<file path="src/rtl/arm_wb_pkg.sv">
// Shared definitions for the LEGv8 register-file writeback front end.
//   REG_W      : register index width
//   DATA_W     : register data width
//   XZR        : index of the zero register; writes to it are discarded
//   wb_entry_t : one pending register write (destination index + value)
package arm_wb_pkg;

    localparam int REG_W  = 5;
    localparam int DATA_W = 64;

    localparam logic [REG_W-1:0] XZR = 5'd31;

    typedef struct packed {
        logic [REG_W-1:0]  rd;
        logic [DATA_W-1:0] data;
    } wb_entry_t;

endpackage

</file>
<file path="src/rtl/wb_fifo.sv">
// In-order buffer of pending register writes.
// Ports:
//   clk, rst_n    : clock, asynchronous active-low reset
//   push_i        : write push_entry_i at the tail (ignored when full and not popping)
//   push_entry_i  : entry to append
//   pop_i         : remove the head entry (ignored when empty)
//   head_o        : oldest entry
//   count_o       : occupancy, 0..DEPTH
//   rd_ptr_o      : storage slot of the head, used to walk entries by age
//   entries_o     : every storage slot, for the forwarding search
//   valid_o       : per-slot occupied flags
module wb_fifo
    import arm_wb_pkg::*;
#(
    parameter int DEPTH = 4
) (
    input  logic                     clk,
    input  logic                     rst_n,
    input  logic                     push_i,
    input  wb_entry_t                push_entry_i,
    input  logic                     pop_i,
    output wb_entry_t                head_o,
    output logic [$clog2(DEPTH):0]   count_o,
    output logic [$clog2(DEPTH)-1:0] rd_ptr_o,
    output wb_entry_t                entries_o [DEPTH],
    output logic [DEPTH-1:0]         valid_o
);

    localparam int PTR_W = $clog2(DEPTH);
    localparam int CNT_W = PTR_W + 1;
    localparam logic [CNT_W-1:0] FULL_CNT = CNT_W'(DEPTH);

    wb_entry_t          mem_q [DEPTH];
    logic [PTR_W-1:0]   wr_ptr_q, wr_ptr_d;
    logic [PTR_W-1:0]   rd_ptr_q, rd_ptr_d;
    logic [CNT_W-1:0]   count_q,  count_d;
    logic [DEPTH-1:0]   valid_q,  valid_d;

    logic push_ok;
    logic pop_ok;

    assign pop_ok  = pop_i && (count_q != '0);
    assign push_ok = push_i && ((count_q != FULL_CNT) || pop_ok);

    always_comb begin
        wr_ptr_d = wr_ptr_q;
        rd_ptr_d = rd_ptr_q;
        count_d  = count_q;
        valid_d  = valid_q;
        // Clear before set: when full, a simultaneous pop and push share a slot
        // and the slot must end up occupied.
        if (pop_ok) begin
            valid_d[rd_ptr_q] = 1'b0;
            rd_ptr_d          = rd_ptr_q + PTR_W'(1);
        end
        if (push_ok) begin
            valid_d[wr_ptr_q] = 1'b1;
            wr_ptr_d          = wr_ptr_q + PTR_W'(1);
        end
        case ({push_ok, pop_ok})
            2'b10:   count_d = count_q + CNT_W'(1);
            2'b01:   count_d = count_q - CNT_W'(1);
            default: count_d = count_q;
        endcase
    end

    always_ff @(posedge clk or negedge rst_n) begin
        if (!rst_n) begin
            wr_ptr_q <= '0;
            rd_ptr_q <= '0;
            count_q  <= '0;
            valid_q  <= '0;
        end else begin
            wr_ptr_q <= wr_ptr_d;
            rd_ptr_q <= rd_ptr_d;
            count_q  <= count_d;
            valid_q  <= valid_d;
        end
    end

    // Payload storage needs no reset; the valid flags gate every use of it.
    always_ff @(posedge clk) begin
        if (push_ok) begin
            mem_q[wr_ptr_q] <= push_entry_i;
        end
    end

    genvar gi;
    generate
        for (gi = 0; gi < DEPTH; gi++) begin : g_expose
            assign entries_o[gi] = mem_q[gi];
        end
    endgenerate

    assign head_o   = mem_q[rd_ptr_q];
    assign count_o  = count_q;
    assign rd_ptr_o = rd_ptr_q;
    assign valid_o  = valid_q;

endmodule

</file>
<file path="src/rtl/regfile_writeback_unit.sv">
// Writer-side front end of the 32x64 LEGv8 register file.
// Accepts results from the load path (priority) and the ALU, queues them in
// acceptance order and drains one per cycle onto the single write port.
// Ports:
//   clk, rst_n                      : clock, asynchronous active-low reset
//   alu_valid/alu_ready/alu_rd/alu_data : ALU result handshake
//   mem_valid/mem_ready/mem_rd/mem_data : load result handshake
//   wr_hold                         : write port borrowed, do not drain
//   RdReg1/RdReg2                   : decode read indices (Rn, Rm)
//   fwd1_hit/fwd1_data, fwd2_hit/fwd2_data : youngest pending value per index
//   RdReg3/DataWr/RFWr              : registered register-file write port
//   pending                         : buffer occupancy
module regfile_writeback_unit #(
    parameter int DEPTH  = 4,
    parameter int DATA_W = 64,
    parameter int REG_W  = 5
) (
    input  logic                   clk,
    input  logic                   rst_n,
    input  logic                   alu_valid,
    output logic                   alu_ready,
    input  logic [REG_W-1:0]       alu_rd,
    input  logic [DATA_W-1:0]      alu_data,
    input  logic                   mem_valid,
    output logic                   mem_ready,
    input  logic [REG_W-1:0]       mem_rd,
    input  logic [DATA_W-1:0]      mem_data,
    input  logic                   wr_hold,
    input  logic [REG_W-1:0]       RdReg1,
    input  logic [REG_W-1:0]       RdReg2,
    output logic                   fwd1_hit,
    output logic [DATA_W-1:0]      fwd1_data,
    output logic                   fwd2_hit,
    output logic [DATA_W-1:0]      fwd2_data,
    output logic [REG_W-1:0]       RdReg3,
    output logic [DATA_W-1:0]      DataWr,
    output logic                   RFWr,
    output logic [$clog2(DEPTH):0] pending
);

    import arm_wb_pkg::*;

    localparam int PTR_W = $clog2(DEPTH);
    localparam int CNT_W = PTR_W + 1;
    localparam logic [CNT_W-1:0] FULL_CNT = CNT_W'(DEPTH);

    wb_entry_t        head;
    wb_entry_t        entries [DEPTH];
    logic [DEPTH-1:0] valid;
    logic [PTR_W-1:0] rd_ptr;
    logic [CNT_W-1:0] count;

    wb_entry_t push_entry;
    logic      push;
    logic      pop;
    logic      not_full;
    logic      mem_take;
    logic      alu_take;

    logic              rfwr_q,   rfwr_d;
    logic [REG_W-1:0]  rdreg3_q, rdreg3_d;
    logic [DATA_W-1:0] datawr_q, datawr_d;

    // Readiness looks only at registered occupancy, so a full buffer refuses
    // input even in a cycle where it is also draining.
    assign not_full  = (count != FULL_CNT);
    assign mem_ready = not_full;
    assign alu_ready = not_full && !mem_valid;
    assign mem_take  = mem_valid && not_full;
    assign alu_take  = alu_valid && alu_ready;

    // XZR results complete the handshake but never reach the buffer.
    always_comb begin
        push_entry = '{rd: alu_rd, data: alu_data};
        push       = alu_take && (alu_rd != XZR);
        if (mem_take) begin
            push_entry = '{rd: mem_rd, data: mem_data};
            push       = (mem_rd != XZR);
        end
    end

    assign pop = (count != '0) && !wr_hold;

    wb_fifo #(
        .DEPTH (DEPTH)
    ) u_fifo (
        .clk          (clk),
        .rst_n        (rst_n),
        .push_i       (push),
        .push_entry_i (push_entry),
        .pop_i        (pop),
        .head_o       (head),
        .count_o      (count),
        .rd_ptr_o     (rd_ptr),
        .entries_o    (entries),
        .valid_o      (valid)
    );

    // Output stage: the index/data registers keep their last value when idle.
    always_comb begin
        rfwr_d   = pop;
        rdreg3_d = rdreg3_q;
        datawr_d = datawr_q;
        if (pop) begin
            rdreg3_d = head.rd;
            datawr_d = head.data;
        end
    end

    always_ff @(posedge clk or negedge rst_n) begin
        if (!rst_n) begin
            rfwr_q   <= 1'b0;
            rdreg3_q <= '0;
            datawr_q <= '0;
        end else begin
            rfwr_q   <= rfwr_d;
            rdreg3_q <= rdreg3_d;
            datawr_q <= datawr_d;
        end
    end

    assign RFWr    = rfwr_q;
    assign RdReg3  = rdreg3_q;
    assign DataWr  = datawr_q;
    assign pending = count;

    // Buffer viewed oldest-first: age slot 0 is the head.
    wb_entry_t        age_entry [DEPTH];
    logic [DEPTH-1:0] age_valid;

    always_comb begin
        for (int i = 0; i < DEPTH; i++) begin
            age_entry[i] = entries[rd_ptr + PTR_W'(i)];
            age_valid[i] = valid[rd_ptr + PTR_W'(i)];
        end
    end

    // Forwarding: scan oldest to youngest so the last match (youngest) wins;
    // the output stage is older than anything still in the buffer.
    logic [REG_W-1:0] fwd_query [2];
    assign fwd_query[0] = RdReg1;
    assign fwd_query[1] = RdReg2;

    genvar gi;
    generate
        for (gi = 0; gi < 2; gi++) begin : g_fwd
            logic              hit_c;
            logic [DATA_W-1:0] data_c;

            always_comb begin
                hit_c  = 1'b0;
                data_c = '0;
                if (fwd_query[gi] != XZR) begin
                    if (rfwr_q && (rdreg3_q == fwd_query[gi])) begin
                        hit_c  = 1'b1;
                        data_c = datawr_q;
                    end
                    for (int i = 0; i < DEPTH; i++) begin
                        if (age_valid[i] && (age_entry[i].rd == fwd_query[gi])) begin
                            hit_c  = 1'b1;
                            data_c = age_entry[i].data;
                        end
                    end
                end
            end
        end
    endgenerate

    assign fwd1_hit  = g_fwd[0].hit_c;
    assign fwd1_data = g_fwd[0].data_c;
    assign fwd2_hit  = g_fwd[1].hit_c;
    assign fwd2_data = g_fwd[1].data_c;

endmodule

</file>
<file path="config.mk">
export PLATFORM = sky130hd
export DESIGN_NAME = regfile_writeback_unit
export DESIGN_NICKNAME = d
export VERILOG_FILES = /design/src/rtl/arm_wb_pkg.sv /design/src/rtl/wb_fifo.sv /design/src/rtl/regfile_writeback_unit.sv
export SDC_FILE = /design/constraint.sdc
export NUM_CORES = 1
export LEC_CHECK = 0
export CORE_MARGIN = 2
export CORE_UTILIZATION = 30
export CTS_CLUSTER_DIAMETER = 50
export CTS_CLUSTER_SIZE = 28
export DETAILED_ROUTE_END_ITERATION = 8
export PLACE_DENSITY = 0.57
export SETUP_SLACK_MARGIN = 0.5
export SLEW_MARGIN = 5
export SYNTH_ARGS = -nofsm -noshare
export SYNTH_HDL_FRONTEND = slang
export SYNTH_HIERARCHICAL = 1
export SYNTH_SLANG_ARGS = --single-unit
</file>
<file path="constraint.sdc">
create_clock -name clk -period 3.8 [get_ports clk]
set_input_delay 0.38 -clock clk [delete_from_list [all_inputs] [get_ports clk]]
set_output_delay 0.38 -clock clk [all_outputs]
set_load 0.05 [all_outputs]
</file>
**Yosys cells after proc, flatten, opt, wreduce, memory -nomap -nowiden**

Memories as Yosys holds them, arrays and structs flattened. A register that Yosys moved wholly into a read port is not among the register bits.
Cells that the tools add are included.

- Register bits: 12
- Memory bits (writable): 276
- Output and inout bits: 205
- Memories kept: 1

- Add/sub/neg operators: 6
- $lt $le $gt $ge: 11
- Equal/unequal tests: 17
- Mux-type cells: 55
- Bitwise operators: 7
- Reductions and logical operators: 25

Memories:

| memory | words | width | read ports | clocked after Yosys merged registers in | write ports | RTL line | source |
|---|---|---|---|---|---|---|---|
| u_fifo.mem_q | 4 | 69 | 5 | 1 | 1 | wb_fifo.sv:33 | `wb_entry_t mem_q [DEPTH];` |

Operator list:

| operator | count |
|---|---|
| $mux W64 | 12 |
| $mux W69 | 9 |
| $bmux W69 S2 | 4 |
| $eq A5 B5 Y1 | 10 |
| $mux W1 | 21 |
| $ne A5 B5 Y1 const B | 4 |
| $logic_and A1 B1 Y1 | 19 |
| $lt A2 B3 Y1 const B | 5 |
| $ge A3 B3 Y1 const B | 4 |
| $not A2 Y3 | 4 |
| $bmux W1 S2 | 4 |
| $mux W4 | 2 |
| $pmux W3 S2 | 1 |
| $add A2 B1 Y2 const B | 2 |
| $add A2 B2 Y2 const B | 2 |
| $and A4 B4 Y4 | 1 |
| $demux W1 S2 | 2 |
| $ge A2 B1 Y1 const B | 2 |
| $not A4 Y4 | 1 |
| $or A4 B4 Y4 | 1 |
| $add A3 B1 Y3 const B | 1 |
| $logic_not A1 Y1 | 3 |
| $ne A3 B3 Y1 const B | 1 |
| $reduce_bool A3 Y1 | 1 |
| other kinds (5) | 5 |

**Depth between registers and ports, before layout**

- Depth after elaboration: 11
- Mapped depth: 12

**Hierarchy**

Netlist, hierarchy kept.

By module, submodules not included:

| module | instances | cells each | area an instance (um^2) | seq. area each (um^2) |
|---|---|---|---|---|
| regfile_writeback_unit | 1 | 1940 | 15750.1 | 1751.7 |
| wb_fifo | 1 | 428 | 10625.2 | 8563.2 |

**Worst setup path before layout**

No wires, ideal clock.

- Path kind: register -> output
- Start: reg u_fifo.rd_ptr_q[0], in the netlist u_fifo/rd_ptr_o[0]
- End: out fwd2_data[11]
- Data arrival time: 3.519 ns
- Setup slack: -0.099 ns
- Stages on the path, launching flop included: 11
- Path buffers: 3
- Cells stage by stage: dfrtp_1 -> buf_6 -> buf_6 -> mux4_2 -> xor2_1 -> nor2_1 -> o211a_2 -> a21boi_2 -> clkbuf_1 -> a221oi_1 -> o31ai_1

- Longest elaborated chain between the ends: 11
- Elaborated cells on any way between the ends: 40
- Those cells by class: 3 x add/sub; 4 x eq/ne; 25 x mux; 4 x bitwise; 4 x reduce/logical

RTL lines:

| element | RTL line | source |
|---|---|---|
| start: declaration | wb_fifo.sv:35 | `logic [PTR_W-1:0] rd_ptr_q, rd_ptr_d;` |
| start signal: assignment | wb_fifo.sv:75 | `rd_ptr_q <= rd_ptr_d;` |
| $add A2 B1 Y2 / $not A2 Y3 (equally long branches) | regfile_writeback_unit.sv:133, regfile_writeback_unit.sv:134 |  |
| $not A2 Y3 (not written as such) / $bmux W69 S2 (equally long branches) | regfile_writeback_unit.sv:133 | `age_entry[i] = entries[rd_ptr + PTR_W'(i)];` |
| $bmux W69 S2 / $mux W69 (equally long branches) | regfile_writeback_unit.sv:133 |  |
| $mux W69 (not written as such) | regfile_writeback_unit.sv:133 |  |
| $mux W69 (not written as such) / $eq A5 B5 Y1 (equally long branches) | regfile_writeback_unit.sv:133, regfile_writeback_unit.sv:159 |  |
| $eq A5 B5 Y1 / $logic_and A1 B1 Y1 (equally long branches) | regfile_writeback_unit.sv:159 | `if (age_valid[i] && (age_entry[i].rd == fwd_query[gi])) begin` |
| $logic_and A1 B1 Y1 / $mux W64 (equally long branches) | regfile_writeback_unit.sv:159 |  |
| $mux W64 (2 in series) | regfile_writeback_unit.sv:159 |  |
| $mux W64 * | regfile_writeback_unit.sv:159 |  |
| $mux W64 * | regfile_writeback_unit.sv:153 | `if (fwd_query[gi] != XZR) begin` |
| end: declaration | regfile_writeback_unit.sv:34 | `output logic [DATA_W-1:0] fwd2_data,` |

Every way passes the cells marked *; elsewhere a longest branch is shown, timed or not. The select of a mux whose other input is x is not followed.

**Worst setup path after layout**

- Start: reg u_fifo.rd_ptr_q[0], in the netlist u_fifo/rd_ptr_o[0]
- End: out fwd2_data[63]

The elaborated chain is that of the path after synthesis.

==> impl_metrics.tcl <==
set metrics [dict create \
    dr.pass1.iters 6 \
    min_period_ps 4120 \
    grt_usage_pct 22.1 \
    drv_slew 0 \
    synth_seq_cells 357 \
    leakage_nw 13.6 \
    r2r-start "u_fifo/count_o[1]$_DFFE_PN0P_" \
    ys.flop_type "edfxtp_1" \
    dpl_cell_area_sq_um 32800 \
    required_ps 3420 \
    antenna_found_initial 0 \
    r2r_end "u_fifo/mem_q[1][1]$_DFFE_PP_" \
    tightest_slew_ps 1030 \
    drt_iter0_markers 2251 \
    arrival_ps 3740 \
    worst-setup-path-type "reg -> out" \
    max_cap_viol_count 0 \
    clockRootBuffer "clkbuf_16" \
    area_growth_syn_to_layout_pct 45.2 \
    timing.fmax_ghz 0.243 \
    fp.coreArea_sq_um 86900 \
    rrSetupSlack_ps 810 \
    synthCells 2368 \
    run_status "finished with violations" \
    vias 23500 \
    synth_commonest_cells "mux2_2, edfxtp_1, nor2_1, nand2_1, mux2i_1" \
    port_buffers 357 \
    violations "setup timing" \
    grt-ovfl-total 0 \
    routed_wl_mm 109 \
    hold_path_class "in -> async" \
    worstSetupEndpointType "primary output" \
    hpwl_mm 67.1 \
    post-synth-top-area-cell "edfxtp_1" \
    layout-drive-gt1-share_pct 41.2 \
    synth_fp_nets 2530 \
    tritoncts "done" \
    grt_pass1_wl_mm 151 \
    synth.top_cell.area_share_pct 31.4 \
    drc_errors 0 \
    final-setup-viol-count 129 \
    cts_buffers 51 \
    critPathLaunchType "flip-flop" \
    ys_top_cells_by_area "edfxtp_1, mux2_2, dfrtp_1" \
    holdWs_ps 398 \
    drtAntennaViolNets 0 \
    fin_ws_ps -323 \
    timing.final.crit_share_pct 109 \
    clk_latency_ps 600 \
    rows 108 \
    reg2reg_depth 7 \
    synth_area_per_cell_sq_um 11.1 \
    nets 2963 \
    synth.distinct_cells 75 \
    fin_worst_skew_ps 26.8 \
    rsz0062_at_grt "true" \
    grt_pass1_vias 23300 \
    place.gp.congestion 0.873 \
    synth_warnings 6 \
    synthArstFlopShare_pct 22.7 \
    yosysSeqAreaShare_pct 39.1 \
    cts.sinks 357 \
    cts.clk_slew.worst_paths_ps 60 \
    via_per_inst 5.88 \
    cellPowerDensity_nw_per_um2 1020 \
    crit_path_max_fanout 8 \
    dieArea_sq_um 90300 \
    hold_viol 0 \
    final_area_sq_um 38300 \
    die_y_microns 301 \
    final_core_util_pct 44.1 \
    grt_max_degree 169 \
    cts_max_path_buffers 3 \
    pre_cts_ws_ps -63.4 \
    setup_tns_ps -30040 \
    ir_worst_vdd_uv 813 \
    synth_edf_count 276 \
    synth_area_sq_um 26400 \
    die_w_microns 301 \
    htree_levels 2 \
    synth.most_common_cell "mux2_2" \
    relSlewSlack_pct 31.2 \
    start_util_pct 30.4 \
    pin_count 358 \
    routedWlPerCell_microns 27.3 \
]
==> worst max-delay path by stage <==
stage / cells past startpoint / endpoint / from / slack (ps)
final: 12 / fwd2_data[63] / u_fifo/rd_ptr_o[0]$_DFFE_PN0N_ / -320
after global routing: 13 / fwd2_hit / u_fifo/rd_ptr_o[0]$_DFFE_PN0N_ / -490
after CTS: 11 / fwd2_data[26] / u_fifo/rd_ptr_o[0]$_DFFE_PN0N_ / -330
after detailed placement: 9 / fwd1_data[58] / u_fifo/rd_ptr_o[1]$_DFFE_PN0N_ / -60
after global placement: 9 / fwd1_data[6] / u_fifo/rd_ptr_o[1]$_DFFE_PN0N_ / 6
after floorplan: 10 / fwd1_data[51] / u_fifo/rd_ptr_o[0]$_DFFE_PN0N_ / 280
==> area by class of cell <==
type	instances	area, sq um
well taps	1155	1450
fillers	7708	48600
multi-input cells	1765	16700
repair buffers	617	7980
inverters	9	41.3
flip-flops and latches	357	10300
clock buffers	55	1330
diodes	1	2.50
clock inverters	41	438
==> sequential cells by signal (all words and copies together), names as in the netlist <==
signal and count:
RFWr 1, u_fifo/valid_o 4, u_fifo/count_o 3, u_fifo/mem_q 276
u_fifo/rd_ptr_o 2, RdReg3 5, DataWr 64, u_fifo/wr_ptr_q 2
==> per-layer routing <==
| metal | global-route usage, % | vias up | part of all wire, % | routed length (microns) |
|---|---|---|---|---|
| met3 | 3.60 | 310 | 7.7 | 8400 |
| li1 | - | 10300 | - | - |
| met5 | 0 | - | 0 | 0 |
| met4 | 11.8 | 0 | 5.4 | 5860 |
| met2 | 37.2 | 1293 | 48 | 52800 |
| met1 | 27.2 | 11700 | 38 | 42000 |
==> critical path: stages (launching register included) <==
cell,delay (ps)
dfrtp_4,520
buf_12,150
buf_6,110
mux4_2,460
xor2_2,180
nor4_4,290
buf_4,180
and3_4,320
buf_12,200
buf_4,140
a221oi_2,50
o31ai_4,300
buf_6,210
==> cell families (layout without fill, tap and decap cells) <==
family          Yosys count  in the layout  synth area share [%]
compound gates          600            601                  19.8
xor+xnor                 54             54                  1.82
fa+ha+maj                 9              9                 0.455
buf+inv                 248            722                  4.61
flops                   357            357                  39.1
mux                     514            514                  24.9
other cells               0              1                     0
simple gates            586            587                  9.21
==> placed cells by master, fill, tap and decap left out, types with 18 or more instances in the layout <==
master / synthesis / layout
mux2_2: 281 / 279
edfxtp_1: 276 / 276
nor2_1: 268 / 241
clkdlybuf4s50_1: 0 / 226
nand2_1: 202 / 195
mux2i_1: 145 / 141
buf_12: 0 / 131
buf_4: 7 / 112
buf_6: 22 / 95
mux4_2: 86 / 86
dfrtp_1: 81 / 79
o21ai_0: 79 / 79
a221o_1: 77 / 77
clkbuf_16: 0 / 72
o211ai_2: 58 / 57
a21oi_1: 59 / 55
o221ai_2: 52 / 48
nor3_1: 41 / 41
o22a_1: 38 / 38
nand3_1: 39 / 35
a221oi_2: 0 / 30
a211oi_1: 28 / 28
o31ai_2: 0 / 27
o211ai_1: 27 / 27
o31ai_4: 0 / 25
nor2_4: 0 / 22
xnor2_1: 27 / 21
xor2_1: 26 / 18
==> report_power, final <==
part           internal [mW]  total (mW)  leakage (nW)  switching [mW]
Combinational           10.8        26.9          9.22            16.1
Clock                   2.80        4.88         0.858            2.08
Sequential              5.88        7.17          3.49            1.30
==> metrics by stage <==
stage               instances  power [mW]
global route             3999        40.7
floorplan                2368        22.7
detailed placement       3788        31.1
finish                   4000        39.0
global placement         3788        30.7
CTS                      3938        37.5
==> repair_timing <==
action,in CTS,in global routing
buffers inserted,43,38
cloned,10,23
endpoints found under the setup margin,130,251
hold buffers,1,0
pin swaps,58,55
resized for setup,205,171
hold endpoints to repair,38,0
Note: power is estimated with default switching activity, not from simulation.
==> edit, RTL diff (config.mk and constraints unchanged) <==
`DEPTH` is set to 4 in 2 places; all go to 2.
--- a/src/rtl/wb_fifo.sv
+++ b/src/rtl/wb_fifo.sv
@@ -12,7 +12,7 @@
 module wb_fifo
     import arm_wb_pkg::*;
 #(
-    parameter int DEPTH = 4
+    parameter int DEPTH = 2
 ) (
     input  logic                     clk,
     input  logic                     rst_n,
--- a/src/rtl/regfile_writeback_unit.sv
+++ b/src/rtl/regfile_writeback_unit.sv
@@ -11,7 +11,7 @@
 //   RdReg3/DataWr/RFWr              : registered register-file write port
 //   pending                         : buffer occupancy
 module regfile_writeback_unit #(
-    parameter int DEPTH  = 4,
+    parameter int DEPTH  = 2,
     parameter int DATA_W = 64,
     parameter int REG_W  = 5
 ) (
Interface: changed (resized pending); port bits go from 358 to 357. The function was not compared with the original's and may differ.
==> edit against the original RTL <==
The flow finishes with violations (negative hold slack); core utilization increased by 7.9 points; power down 43%; largest cell class unchanged; hold slack worse by 0.40 ns; critical endpoint is now fwd1_data[61]; area after synthesis decreased by 44%; sequential cell count fell by 143; sequential share of layout area down 3.1 points; combinational power decreased by 46%; non-clock buffer count shrank 150; routed wire length decreased by 35%; worst setup slack improved by 0.49 ns; cell area shrank 34%; highest routed layer unchanged.
==> edit: results (changes against the original RTL) <==
metric	value	unit	change
drt_first_iter_violations	1302		-42%
regToRegStartpoint	u_fifo/count_o[0]$_DFFE_PN0P_		
multi_input_area_share	42.0	%	-1.7 points
synth_area	14800	um^2	-44%
multi_input_comb_cells	1099		-38%
synth_nets	1632		-35%
violations	negative hold slack		
synth_top_cells_by_count	nand2_1, mux2_2, edfxtp_1		
synth-xor-area-share	1.89	%	+0.067 points
crit_fanout	5		-3
fin_skew	0.0169	ns	-0.00996 ns
grt_pass1_wl	96300	um	-36%
synth-edff-count	138		-50%
wl_met1	28700	um	-32%
worstReg2RegEnd	u_fifo/mem_q[0][34]$_DFFE_PP_		
met2_usage	41.5	%	+4.3 points
antenna_cells	2		+1
critPathLaunch	u_fifo/rd_ptr_o$_DFFE_PN0P_		
worst_slew_pin_slew	1.10	ns	+0.0722 ns
holdWs	-0.00151	ns	-0.399 ns
ys_top_cells_by_area	edfxtp_1, mux2_2, dfrtp_1, a311oi_1, o211ai_1		
grt_pass1_vias	14837		-36%
n_clock_buffer	36		-35%
synthArstFlopShare	35.5	%	+13 points
clkPwrFrac	14.2	%	+1.7 points
largest_register_ff_count	138		-50%
hold_violations	1		+1
met3WireLength	5080	um	-39%
reg2reg_depth	6		-1
endpoint	fwd1_data[61]		
post-place-ws	0.327	ns	+0.391 ns
outcome	finished, violations left		
seq_area	6050	um^2	-41%
clock_area_share	4.49	%	-0.13 points
power.leakage	8.74	nW	-36%
inverters_excl_clock	6		-3
p_total	0.0224	W	-43%
grt_max_degree	86		-49%
first_pass_iters	5		-1
-- edit: cell types whose count changed in the layout (fill, tap and decap cells not counted), moves of 81 or more --
| cell | delta |
|---|---|
| nor2_1 | -239 |
| edfxtp_1 | -138 |
| a311oi_4 | +113 |
| o211ai_1 | +102 |
| or3_1 | +98 |
| mux4_2 | -86 |
| buf_6 | -83 |
| nor3_1 | +81 |
-- edit: timing repair --
item	in CTS	in global routing
gates resized for setup	148	97
setup endpoints to repair	130	130
pin swaps	48	54
endpoints found under the hold margin	0	0
setup buffers	33	14
cloned	16	17
-- edit: worst max-delay path, cell delays in order (launching register included) --
cell and delay (ns):
dfrtp_4 0.51, buf_8 0.16, mux2i_4 0.21, buf_6 0.15, xor2_4 0.18, buf_12 0.15, nand2_8 0.12, buf_16 0.18
or3_1 0.39, a311oi_4 0.41, buf_12 0.19
